## src/rtl/vga_scan_ctrl.sv

```systemverilog
`default_nettype none
// ============================================================================
//  Module      : vga_scan_ctrl
//  Description : VGA raster scan generator. Free-running x/y counters, sync
//                and blanking generation, RGB332 sprite/background mux with
//                RGB888 expansion, all aligned to a LATENCY-cycle pixel
//                source. Also produces a frame-start pulse and frame counter.
//  Revision    : 1.0 - initial release
// ============================================================================
module vga_scan_ctrl #(
    parameter int H_ACTIVE = 640,
    parameter int H_FP     = 16,
    parameter int H_SYNC   = 96,
    parameter int H_BP     = 48,
    parameter int V_ACTIVE = 480,
    parameter int V_FP     = 10,
    parameter int V_SYNC   = 2,
    parameter int V_BP     = 33,
    parameter int LATENCY  = 2     // pixel source latency, legal 1..4
) (
    input  logic        clk,
    input  logic        rst,            // asynchronous, active-low
    input  logic [7:0]  data,
    input  logic        visible_flag,
    input  logic [7:0]  bg_color,
    output logic [9:0]  current_pixel_x,
    output logic [9:0]  current_pixel_y,
    output logic [7:0]  vga_r,
    output logic [7:0]  vga_g,
    output logic [7:0]  vga_b,
    output logic        vga_hs,
    output logic        vga_vs,
    output logic        vga_blank_n,
    output logic        frame_start,
    output logic [15:0] frame_cnt
);

    localparam int H_TOTAL = H_ACTIVE + H_FP + H_SYNC + H_BP;
    localparam int V_TOTAL = V_ACTIVE + V_FP + V_SYNC + V_BP;

    localparam logic [9:0] c_X_LAST   = 10'(H_TOTAL - 1);
    localparam logic [9:0] c_Y_LAST   = 10'(V_TOTAL - 1);
    localparam logic [9:0] c_X_ACT    = 10'(H_ACTIVE);
    localparam logic [9:0] c_Y_ACT    = 10'(V_ACTIVE);
    localparam logic [9:0] c_HS_START = 10'(H_ACTIVE + H_FP);
    localparam logic [9:0] c_HS_END   = 10'(H_ACTIVE + H_FP + H_SYNC);
    localparam logic [9:0] c_VS_START = 10'(V_ACTIVE + V_FP);
    localparam logic [9:0] c_VS_END   = 10'(V_ACTIVE + V_FP + V_SYNC);

    logic [9:0]         r_x;
    logic [9:0]         r_y;
    logic               w_x_wrap;
    logic               w_y_wrap;
    logic               w_hs_raw;
    logic               w_vs_raw;
    logic               w_act_raw;
    logic [LATENCY-1:0] r_hs_sr;
    logic [LATENCY-1:0] r_vs_sr;
    logic [LATENCY-1:0] r_act_sr;
    logic [7:0]         w_col_d;
    logic [7:0]         r_col;
    logic               r_hs;
    logic               r_vs;
    logic               r_blank_n;
    logic               r_fs;
    logic [15:0]        r_fc;

    assign w_x_wrap  = (r_x == c_X_LAST);
    assign w_y_wrap  = (r_y == c_Y_LAST);
    assign w_hs_raw  = !((r_x >= c_HS_START) && (r_x < c_HS_END));
    assign w_vs_raw  = !((r_y >= c_VS_START) && (r_y < c_VS_END));
    assign w_act_raw = (r_x < c_X_ACT) && (r_y < c_Y_ACT);

    // Scan counters: x every cycle, y on each x wrap
    always_ff @(posedge clk or negedge rst) begin
        if (!rst) begin
            r_x <= 10'd0;
            r_y <= 10'd0;
        end else begin
            r_x <= w_x_wrap ? 10'd0 : r_x + 10'd1;
            if (w_x_wrap)
                r_y <= w_y_wrap ? 10'd0 : r_y + 10'd1;
        end
    end

    // Delay raw timing by LATENCY cycles to meet the pixel source data
    always_ff @(posedge clk or negedge rst) begin
        if (!rst) begin
            r_hs_sr  <= '1;
            r_vs_sr  <= '1;
            r_act_sr <= '0;
        end else begin
            r_hs_sr[0]  <= w_hs_raw;
            r_vs_sr[0]  <= w_vs_raw;
            r_act_sr[0] <= w_act_raw;
            for (int i = 1; i < LATENCY; i++) begin
                r_hs_sr[i]  <= r_hs_sr[i-1];
                r_vs_sr[i]  <= r_vs_sr[i-1];
                r_act_sr[i] <= r_act_sr[i-1];
            end
        end
    end

    // Sprite pixel when opaque, otherwise background; black outside active
    assign w_col_d = r_act_sr[LATENCY-1] ? (visible_flag ? data : bg_color) : 8'h00;

    // Output register stage: colour and syncs leave the block together
    always_ff @(posedge clk or negedge rst) begin
        if (!rst) begin
            r_col     <= 8'h00;
            r_hs      <= 1'b1;
            r_vs      <= 1'b1;
            r_blank_n <= 1'b0;
        end else begin
            r_col     <= w_col_d;
            r_hs      <= r_hs_sr[LATENCY-1];
            r_vs      <= r_vs_sr[LATENCY-1];
            r_blank_n <= r_act_sr[LATENCY-1];
        end
    end

    // Frame pulse and count track the undelayed counters
    always_ff @(posedge clk or negedge rst) begin
        if (!rst) begin
            r_fs <= 1'b0;
            r_fc <= 16'd0;
        end else begin
            r_fs <= w_x_wrap && w_y_wrap;
            if (w_x_wrap && w_y_wrap)
                r_fc <= r_fc + 16'd1;
        end
    end

    assign current_pixel_x = r_x;
    assign current_pixel_y = r_y;
    assign vga_r           = {r_col[7:5], r_col[7:5], r_col[7:6]};
    assign vga_g           = {r_col[4:2], r_col[4:2], r_col[4:3]};
    assign vga_b           = {r_col[1:0], r_col[1:0], r_col[1:0], r_col[1:0]};
    assign vga_hs          = r_hs;
    assign vga_vs          = r_vs;
    assign vga_blank_n     = r_blank_n;
    assign frame_start     = r_fs;
    assign frame_cnt       = r_fc;

endmodule
`default_nettype wire

```

## config.mk

```make
export PLATFORM = sky130hd
export DESIGN_NAME = vga_scan_ctrl
export DESIGN_NICKNAME = d
export VERILOG_FILES = /design/src/rtl/vga_scan_ctrl.sv
export SDC_FILE = /design/constraint.sdc
export NUM_CORES = 1
export LEC_CHECK = 0
export CORE_MARGIN = 8
export CORE_UTILIZATION = 49
export DETAILED_ROUTE_END_ITERATION = 8
export GPL_ROUTABILITY_DRIVEN = 0
export PLACE_DENSITY = 0.84
export SLEW_MARGIN = 15
export SYNTH_ARGS = -nofsm -noshare
export SYNTH_HDL_FRONTEND = slang
export SYNTH_SLANG_ARGS = --single-unit
```

## constraint.sdc

```tcl
create_clock -name clk -period 3.5 [get_ports clk]
set_clock_uncertainty 0.05 [all_clocks]
set_input_delay 0.35 -clock clk [delete_from_list [all_inputs] [get_ports clk]]
set_output_delay 0.35 -clock clk [all_outputs]
set_load 0.05 [all_outputs]
```

==> results.toml, run 1 <==
[clock_tree]
cts_buffers = 5
post-cts-setup-buffers = 0
cts_sinks = 54
cts.clk_slew.worst_paths_ps = 90
htreeDepth = 2
cts_root_buf = "clkbuf_8"
cts_buffer_depth = 2
postCtsHoldBufs = 0
cts_resized = 0
insertion_delay_ps = 310
cts_tree = "done"

[setup_path]
cp-start-kind = "register"
cp_slowest_stage_delay_ps = 470
end_kind = "register"
worstPathMaxFanout = 7
critPathArrivalTime_ps = 2450
slowest_stage = "dfrtp_1"
crit_type = "reg -> reg"
cp_cell_sequence = "inv_1 -> ha_1 -> nor3b_1 -> nand4_1 -> nor2_1 -> mux2_2"
worstPathRequired_ps = 3650

[synth]
yosysMostFrequentCell = "dfrtp_1"
postSynthCellCount = 233
synth-edff-count = 0
synth_top_area_share_pct = 46.6
netlist_area_mm2 = 0.00258
synth_commonest_cells = "dfrtp_1, xor2_1, buf_4, nand3_1"
synth.avg_cell_area_um2 = 11.1
ys_ff_latch = 54
ys_warn_count = 0
synth_nets = 258
seq_area_frac_synth_pct = 52.7
ys_top_cells_by_area = "dfrtp_1, dfstp_2, xor2_1"
synthDistinctLibCells = 41
synthArstFlopShare_pct = 100
yosys.area.top_type = "dfrtp_1"
synth_flop_cell = "dfrtp_1"

[power_and_ir_drop]
power_mw = 1.16
p_per_area_mw_per_mm2 = 336
leakage_nw = 1.47
ir_drop_mv = 0.208

[placement]
dpl.hpwl_mm = 4.53
port_buffers = 82
dp_cells = 364

[sta]
drv_slew = 0
grt_setup_unrepaired = "no"
fmax_ghz = 0.435
finalCritPeriodShare_pct = 65.7
setup_tns_ps = 0
hold_ws_ps = 14.9
slew_headroom_pct = 57.4
worst_pin_slew_ps = 633
setup_viol = 0
fin_crit_ps = 2300
finalHoldViolations = 0

[global_route]
grt_pass1_wl_mm = 9.70
grtUsageTotal_pct = 15.9
grt_pass1_vias = 1928
antenna_found_initial = 0
busiest_layer = "met2"
grt.overflow.total = 0
use_met3_pct = 4.09
grt_max_degree = 53
grt_util_met2_pct = 26.3
use_met1_pct = 19.5

[floorplanning]
die_x_um = 88.5
core_area_mm2 = 0.00511
die_y_um = 88.5
placementRows = 26
start_util_pct = 50.5
pin_count = 83
die_area_mm2 = 0.00784

[drt]
first_pass_iters = 4
viasPerCell = 5.17
wl_mm = 5.97
drc = 0
drt_iter0_drc = 117
vias = 1925
ant_nets = 0
wl_per_cell_um = 16.0

[finish]
area_delta_synth_final_pct = 33.4
final_util_pct = 67.4
num_antenna_cells = 0
nets = 326
drive_gt1_share_pct = 7.62
instances_no_fill = 372

[min_path]
hold_path.class = "in -> async"

[run_status]
status = "complete, no violations"

[job]
maxCapViolations = 0
## power by group
group / internal (mW) / total, mW / switching [mW]
combinational: 0.0585 / 0.165 / 0.107
clock: 0.159 / 0.355 / 0.195
sequential: 0.631 / 0.636 / 0.00522
total: 0.849 / 1.16 / 0.307
## cell type report
class                           instances  area (µm²)
Multi-Input combinational cell        145        1020
Sequential cell                        54        1360
Tap cell                               70        87.6
Fill cell                             400        1670
Inverter                               11        41.3
Timing Repair Buffer                   84         833
Clock inverter                          2        12.5
Clock buffer                            6        82.6
## metal layers
| metal | share of wire [%] | up-vias |
|---|---|---|
| li1 | - | 935 |
| met1 | 44 | 911 |
| met2 | 48 | 75 |
| met3 | 6.7 | 4 |
| met4 | 1.2 | 0 |
| met5 | 0 | - |
## cell usage in the layout (no fill, tap or decap), types with 2 or more instances in the layout
cell	synthesis	final
and2_1	4	4
and3_1	3	3
and4_1	2	2
buf_4	16	3
clkbuf_8	0	6
clkdlybuf4s50_1	0	81
dfrtp_1	48	48
dfstp_2	6	6
ha_1	6	6
inv_1	11	11
mux2_2	2	2
mux2i_1	8	8
nand2_1	10	10
nand3_1	12	12
nand4_1	9	9
nor2_1	8	8
nor2b_1	9	9
nor3_1	11	11
nor4_1	9	9
o21a_1	2	2
o21ai_0	4	4
o31ai_1	3	3
xnor2_1	9	9
xor2_1	17	17
## through the flow
step / worst slack (ps) / instance area (µm²)
finish: 1200 / 3440
global route: 868 / 3440
CTS: 1200 / 3440
detailed placement: 1220 / 3340
global placement: 1330 / 3340
floorplan: 1180 / 2580
## flip-flops by register name (all words and copies together) (netlist names), 2 cells and up
signal and cells:
r_vs_sr 2, current_pixel_y 10, r_hs_sr 2, r_act_sr 2, current_pixel_x 10, r_col 8, frame_cnt 16
## worst paths after layout
kind | from | end | slack [ps] | depth (start not counted)
min in group clk | r_hs_sr[0] | r_hs_sr[1] | 310 | 0
setup reg to reg | current_pixel_y[1] | frame_cnt[1] | 1200 | 6
hold / removal | rst | frame_cnt[7] | 10 | 1
setup / recovery | current_pixel_y[1] | frame_cnt[1] | 1200 | 6
max in group asynchronous | rst | r_hs_sr[1] | 2790 | 2
hold reg to reg | r_hs_sr[0] | r_hs_sr[1] | 310 | 0
## cells by family after synthesis
family / Yosys count / share of synthesized area [%]
DFF: 54 / 52.7
AOI/OAI and AO/OA: 17 / 4.56
buffers and inverters: 34 / 7.57
adders and majority gates: 6 / 2.91
muxes: 10 / 3.98
xor gates and xnor gates: 26 / 8.83
and+or+nand+nor: 86 / 19.5
## critical path, delay by kind of cell, from the launching register on
family	cells	cell delay, ps
flops	1	470
simple gates	3	1050
fa+ha+maj	1	150
mux	1	370
buf+inv	1	110
Note: power is estimated with default switching activity, not from simulation.
==> run 2: changes to the inputs <==
--- a/config.mk
+++ b/config.mk
@@ -6,10 +6,10 @@
 export NUM_CORES = 1
 export LEC_CHECK = 0
 export CORE_MARGIN = 8
-export CORE_UTILIZATION = 49
+export CORE_UTILIZATION = 42
 export DETAILED_ROUTE_END_ITERATION = 8
 export GPL_ROUTABILITY_DRIVEN = 0
-export PLACE_DENSITY = 0.84
+export PLACE_DENSITY = 0.77
 export SLEW_MARGIN = 15
 export SYNTH_ARGS = -nofsm -noshare
 export SYNTH_HDL_FRONTEND = slang
==> constraint.sdc (replaced) <==
create_clock -name clk -period 1.9 [get_ports clk]
set_clock_uncertainty 0.05 [all_clocks]
set_input_delay 0.19 -clock clk [delete_from_list [all_inputs] [get_ports clk]]
set_output_delay 0.19 -clock clk [all_outputs]
set_load 0.05 [all_outputs]
==> results.toml, run 2 (synthesis gave the netlist of run 1 again) <==
[setup_path]
reg2regPathDepth = 5
cp_slowest_stage_delay_ps = 550
critPathArrivalTime_ps = 2090
crit_type = "reg -> reg"
worstPathRequired_ps = 2090
r2r_slack_ps = 2
worstPathMaxFanout = 9
end_kind = "register"
slowest_stage = "or4_4"
critPathLaunch = "current_pixel_x[1]"
endpoint = "current_pixel_y[4]"
worstReg2RegEnd = "current_pixel_y[4]"
cp-start-kind = "register"
r2r-start = "current_pixel_x[1]"
cp_cell_sequence = "ha_4 -> nand4_4 -> or4_4 -> or3b_4 -> o21ai_2"

[sta]
finalCritPeriodShare_pct = 99.9
finalWorstSetupSlack_ps = 2.20
drv_slew = 0
fmax_ghz = 0.527
hold_ws_ps = 276
fin_crit_ps = 1900
finalHoldViolations = 0
worst_pin_slew_ps = 525
setup_viol = 0
slew_headroom_pct = 64.9
grt_setup_unrepaired = "yes"

[clock_tree]
cts.clk_slew.worst_paths_ps = 100
cts_buffers = 5
cts_tree = "done"
cts_root_buf = "clkbuf_8"
htreeDepth = 2
insertion_delay_ps = 310
cts_sinks = 54
cts_buffer_depth = 2

[global_route]
grt_pass1_wl_mm = 10.2
grt_pass1_vias = 2064
grtUsageTotal_pct = 14.6
antenna_found_initial = 0
grt.overflow.total = 0
grt_max_degree = 23

[finish]
mostFrequentLayoutCell = "clkdlybuf4s50_1"
drive_gt1_share_pct = 31.1
area_delta_synth_final_pct = 52.6
mostFrequentLayoutCells = "clkdlybuf4s50_1, buf_4, dfrtp_1"
num_antenna_cells = 0
regArea_mm2 = 0.00138
largest_register_ffs = 16
fillers = 465
nets = 358
multi_input_area_mm2 = 0.00123

[drt]
vias = 2096
drt_iter0_drc = 78
ant_nets = 0
wl_per_cell_um = 16.7
first_pass_iters = 4
drc = 0
viasPerCell = 5.12
wl_mm = 6.83

[floorplanning]
die_y_um = 94.4
pin_count = 83
start_util_pct = 43.6
core_area_mm2 = 0.00592
die_x_um = 94.4
placementRows = 28
die_area_mm2 = 0.00890

[placement]
port_buffers = 82
place_ws_ps = 18.1
dpl.hpwl_mm = 4.84

[power_and_ir_drop]
ir_drop_mv = 0.403
p_per_area_mw_per_mm2 = 615
leakage_nw = 1.78

[job]
maxCapViolations = 0

[run_status]
status = "complete, no violations"

[min_path]
hold_path.class = "in -> async"
run 2: changes by cell type in the layout (fill, tap and decap cells not counted), sizes merged:
cell	before	now
buf	3	43
dlymetal6s2s	0	5
dlygate4sd3	0	1
clkdlybuf4s50	81	65
clkinvlp	1	0
or3	1	3
bufinv	0	2
clkinv	1	0
run 2: worst min-delay path by stage:
stage          from  depth (start not counted)  slack, ps            endpoint
3_3_place_gp    rst                          1         80        frame_cnt[3]
2_1_floorplan   rst                          0       -160  current_pixel_x[0]
5_1_grt         rst                          2        300        frame_cnt[5]
3_5_place_dp    rst                          1        100        frame_cnt[3]
6_report        rst                          2        280        frame_cnt[5]
4_1_cts         rst                          2        290        frame_cnt[5]
run 2: what timing repair did:
action                                  CTS  global route
buffers inserted                          2             6
pin swaps                                 1             4
endpoints found under the setup margin    1            19
resized for setup                         0            18
hold buffers                              1             0
cloned                                    0             2
endpoints found under the hold margin    16             0
run 2: critical path, delay by kind of cell (launching register included):
| kind | cells | cell delay [ps] |
|---|---|---|
| fa+ha+maj | 1 | 160 |
| simple gates | 3 | 1120 |
| compound gates | 1 | 110 |
| flops | 1 | 400 |
run 2: metal layers:
layer	vias up	track usage, %	wire length, µm
li1	1002	-	-
met1	998	16.9	2730
met2	85	24.6	3250
met3	11	4.68	724
met4	0	5.42	127
met5	-	0	0
run 2: per-stage QoR:
| stage | util [%] | cells | setup TNS [ps] | instance area [µm²] | total power, mW |
|---|---|---|---|---|---|
| floorplan | - | 233 | -819 | 2720 | 1.39 |
| global placement | 61.1 | 390 | 0 | 3620 | 1.50 |
| detailed placement | 61.1 | 390 | 0 | 3620 | 1.50 |
| CTS | 64.0 | 401 | 0 | 3790 | 2.44 |
| global route | 66.5 | 409 | -216 | 3940 | 2.50 |
| finish | 66.5 | 409 | 0 | 3940 | 2.42 |
run 2: final cells by class:
cell class | count | area share [%]
Sequential cell | 54 | 35.0
Multi-Input combinational cell | 147 | 31.2
Timing Repair Buffer | 114 | 26.7
Tap cell | 75 | 2.38
Clock buffer | 6 | 2.10
Clock inverter | 2 | 1.53
Inverter | 11 | 1.05
run 2: report_power, final:
group,internal [mW],switching [mW]
Clock,0.562,0.380
Combinational,0.110,0.196
Sequential,1.16,0.00955
Total,1.83,0.586
==> run 3: changes to the inputs <==
--- a/config.mk
+++ b/config.mk
@@ -9,6 +9,7 @@
 export CORE_UTILIZATION = 42
 export DETAILED_ROUTE_END_ITERATION = 8
 export GPL_ROUTABILITY_DRIVEN = 0
+export GPL_TIMING_DRIVEN = 0
 export PLACE_DENSITY = 0.77
 export SLEW_MARGIN = 15
 export SYNTH_ARGS = -nofsm -noshare
==> results.toml, run 3 (synthesis gave the netlist of run 1 again) <==
[run_status]
status = "finished with violations"
violations = "setup timing"

[setup_path]
end_kind = "register"
worstPathMaxFanout = 4
path_buf_inv = 3
slowest_stage = "dfrtp_2"
worstReg2RegEnd = "current_pixel_y[9]"
r2r_slack_ps = -130
cp_cell_sequence = "inv_2 -> ha_1 -> nor3b_4 -> nand4_1 -> buf_6 -> buf_4 -> a2bb2oi_1 -> mux2_4"
crit_type = "reg -> reg"
worstPathRequired_ps = 2040
reg2regPathDepth = 8
critPathArrivalTime_ps = 2180
cp-start-kind = "register"
r2r-start = "current_pixel_y[0]"
cp_slowest_stage_delay_ps = 450
critical-path-top-delay-family = "simple AND/OR/NAND/NOR gates"
critPathLaunch = "current_pixel_y[0]"

[global_route]
antenna_found_initial = 0
grt_pass1_wl_mm = 10.2
grtUsageTotal_pct = 14.2
grt_max_degree = 55
grt_pass1_vias = 2005
grt.overflow.total = 0

[floorplanning]
core_area_mm2 = 0.00592
pin_count = 83
die_x_um = 94.4
die_area_mm2 = 0.00890
placementRows = 28
die_y_um = 94.4
start_util_pct = 43.6

[clock_tree]
cts_sinks = 54
htreeDepth = 2
insertion_delay_ps = 300
cts_buffers = 5
cts.clk_slew.worst_paths_ps = 100
cts_root_buf = "clkbuf_8"
cts_buffer_depth = 2
cts_tree = "done"

[min_path]
worstHoldStart = "r_vs_sr[0]"
hold_path.class = "reg -> reg"
holdPathEnd = "r_vs_sr[1]"
holdPathStages = 0

[drt]
wl_per_cell_um = 16.6
wl_mm = 7.05
drc = 0
ant_nets = 0
drt_iter0_drc = 64
viasPerCell = 5.01
vias = 2131
first_pass_iters = 4

[power_and_ir_drop]
combPwrFrac_pct = 15.3
ir_drop_mv = 0.425
p_per_area_mw_per_mm2 = 537
internal_power_mw = 1.60
seqPwrFrac_pct = 53.6
power.switching_uw = 593
power.share.switching_pct = 27.1
clkPwrFrac_pct = 31.1
leakage_nw = 1.81

[finish]
multi_input_area_mm2 = 0.00125
num_antenna_cells = 0
fillers = 430
largest_register_ffs = 16
mostFrequentLayoutCell = "clkdlybuf4s50_1"
drive_gt1_share_pct = 31.7
mostFrequentLayoutCells = "clkdlybuf4s50_1, buf_4, dfrtp_1"
regArea_mm2 = 0.00138
nets = 374
area_delta_synth_final_pct = 57.9
instances_no_fill = 425

[job]
maxCapViolations = 0

[sta]
drv_slew = 0
setup_viol = 7
worst_pin_slew_ps = 682
setup_tns_ps = -348
fmax_ghz = 0.492
fin_crit_ps = 2030
finalHoldViolations = 0
slew_headroom_pct = 54.6
finalCritPeriodShare_pct = 107
finalWorstSetupSlack_ps = -132
grt_setup_unrepaired = "yes"

[placement]
dpl.hpwl_mm = 4.71
port_buffers = 81
dp_cells = 389
run 3: cell types whose count changed in the layout (fill, tap and decap cells not counted), moves of 2 or more:
cell             delta
dlygate4sd2_1       +7
clkdlybuf4s50_1     +5
clkbuf_1            +4
nor4_2              -4
nor4_4              +4
dlymetal6s2s_1      -3
nor3_2              +3
buf_4               +2
bufinv_16           -2
nor3_1              -2
or3_4               -2
run 3: through the flow:
stage	setup WS (ps)	power (mW)	util, %	area, µm²	hold slack, ps
6_report	-132	2.19	68.8	4070	305
4_1_cts	-1.68	2.22	65.3	3870	312
2_1_floorplan	-80.4	1.39	-	2720	-156
5_1_grt	-180	2.28	68.8	4070	317
3_5_place_dp	-173	1.54	61.2	3620	228
3_3_place_gp	-1240	1.53	61.3	3630	281
run 3: how the worst max path moves through the flow:
stage                         end  slack (ps)  cells after the start
3_3_place_gp   current_pixel_x[7]       -1240                      1
6_report       current_pixel_y[9]        -130                      8
3_5_place_dp         frame_cnt[1]        -170                      6
4_1_cts              frame_cnt[1]          -2                      6
5_1_grt        current_pixel_y[9]        -180                      8
2_1_floorplan  current_pixel_y[9]         -80                      6
run 3: what timing repair did:
item | CTS | global route
gates cloned | 0 | 1
endpoints found under the hold margin | 48 | 0
buffers inserted | 10 | 16
hold buffers | 1 | 0
gates resized for setup | 15 | 19
pin swaps | 1 | 8
endpoints found under the setup margin | 27 | 21
run 3: final cells by class:
class / count / share of cell area, %
Timing Repair Buffer: 109 / 25.5
Inverter: 11 / 1.01
Tap cell: 75 / 2.30
Multi-Input combinational cell: 145 / 30.7
Sequential cell: 54 / 33.9
Clock buffer: 6 / 2.03
Buffer: 23 / 4.21
Clock inverter: 2 / 0.399
run 3: metal layers:
metal  wire, µm  track usage, %  up-vias
met4         77            4.36        0
met5          0               0        -
met3        659            3.49        7
li1           -               -     1022
met2       3390            23.8       79
met1       2930            17.7     1023
run 3: power by group through the flow:
| stage | combinational [mW] | sequential (mW) | clock (mW) |
|---|---|---|---|
| 2_1_floorplan | 0.154 | 1.24 | 0 |
| 3_3_place_gp | 0.339 | 1.19 | 0 |
| 3_5_place_dp | 0.341 | 1.19 | 0 |
| 4_1_cts | 0.339 | 1.17 | 0.707 |
| 5_1_grt | 0.352 | 1.17 | 0.750 |
| 6_report | 0.335 | 1.17 | 0.681 |
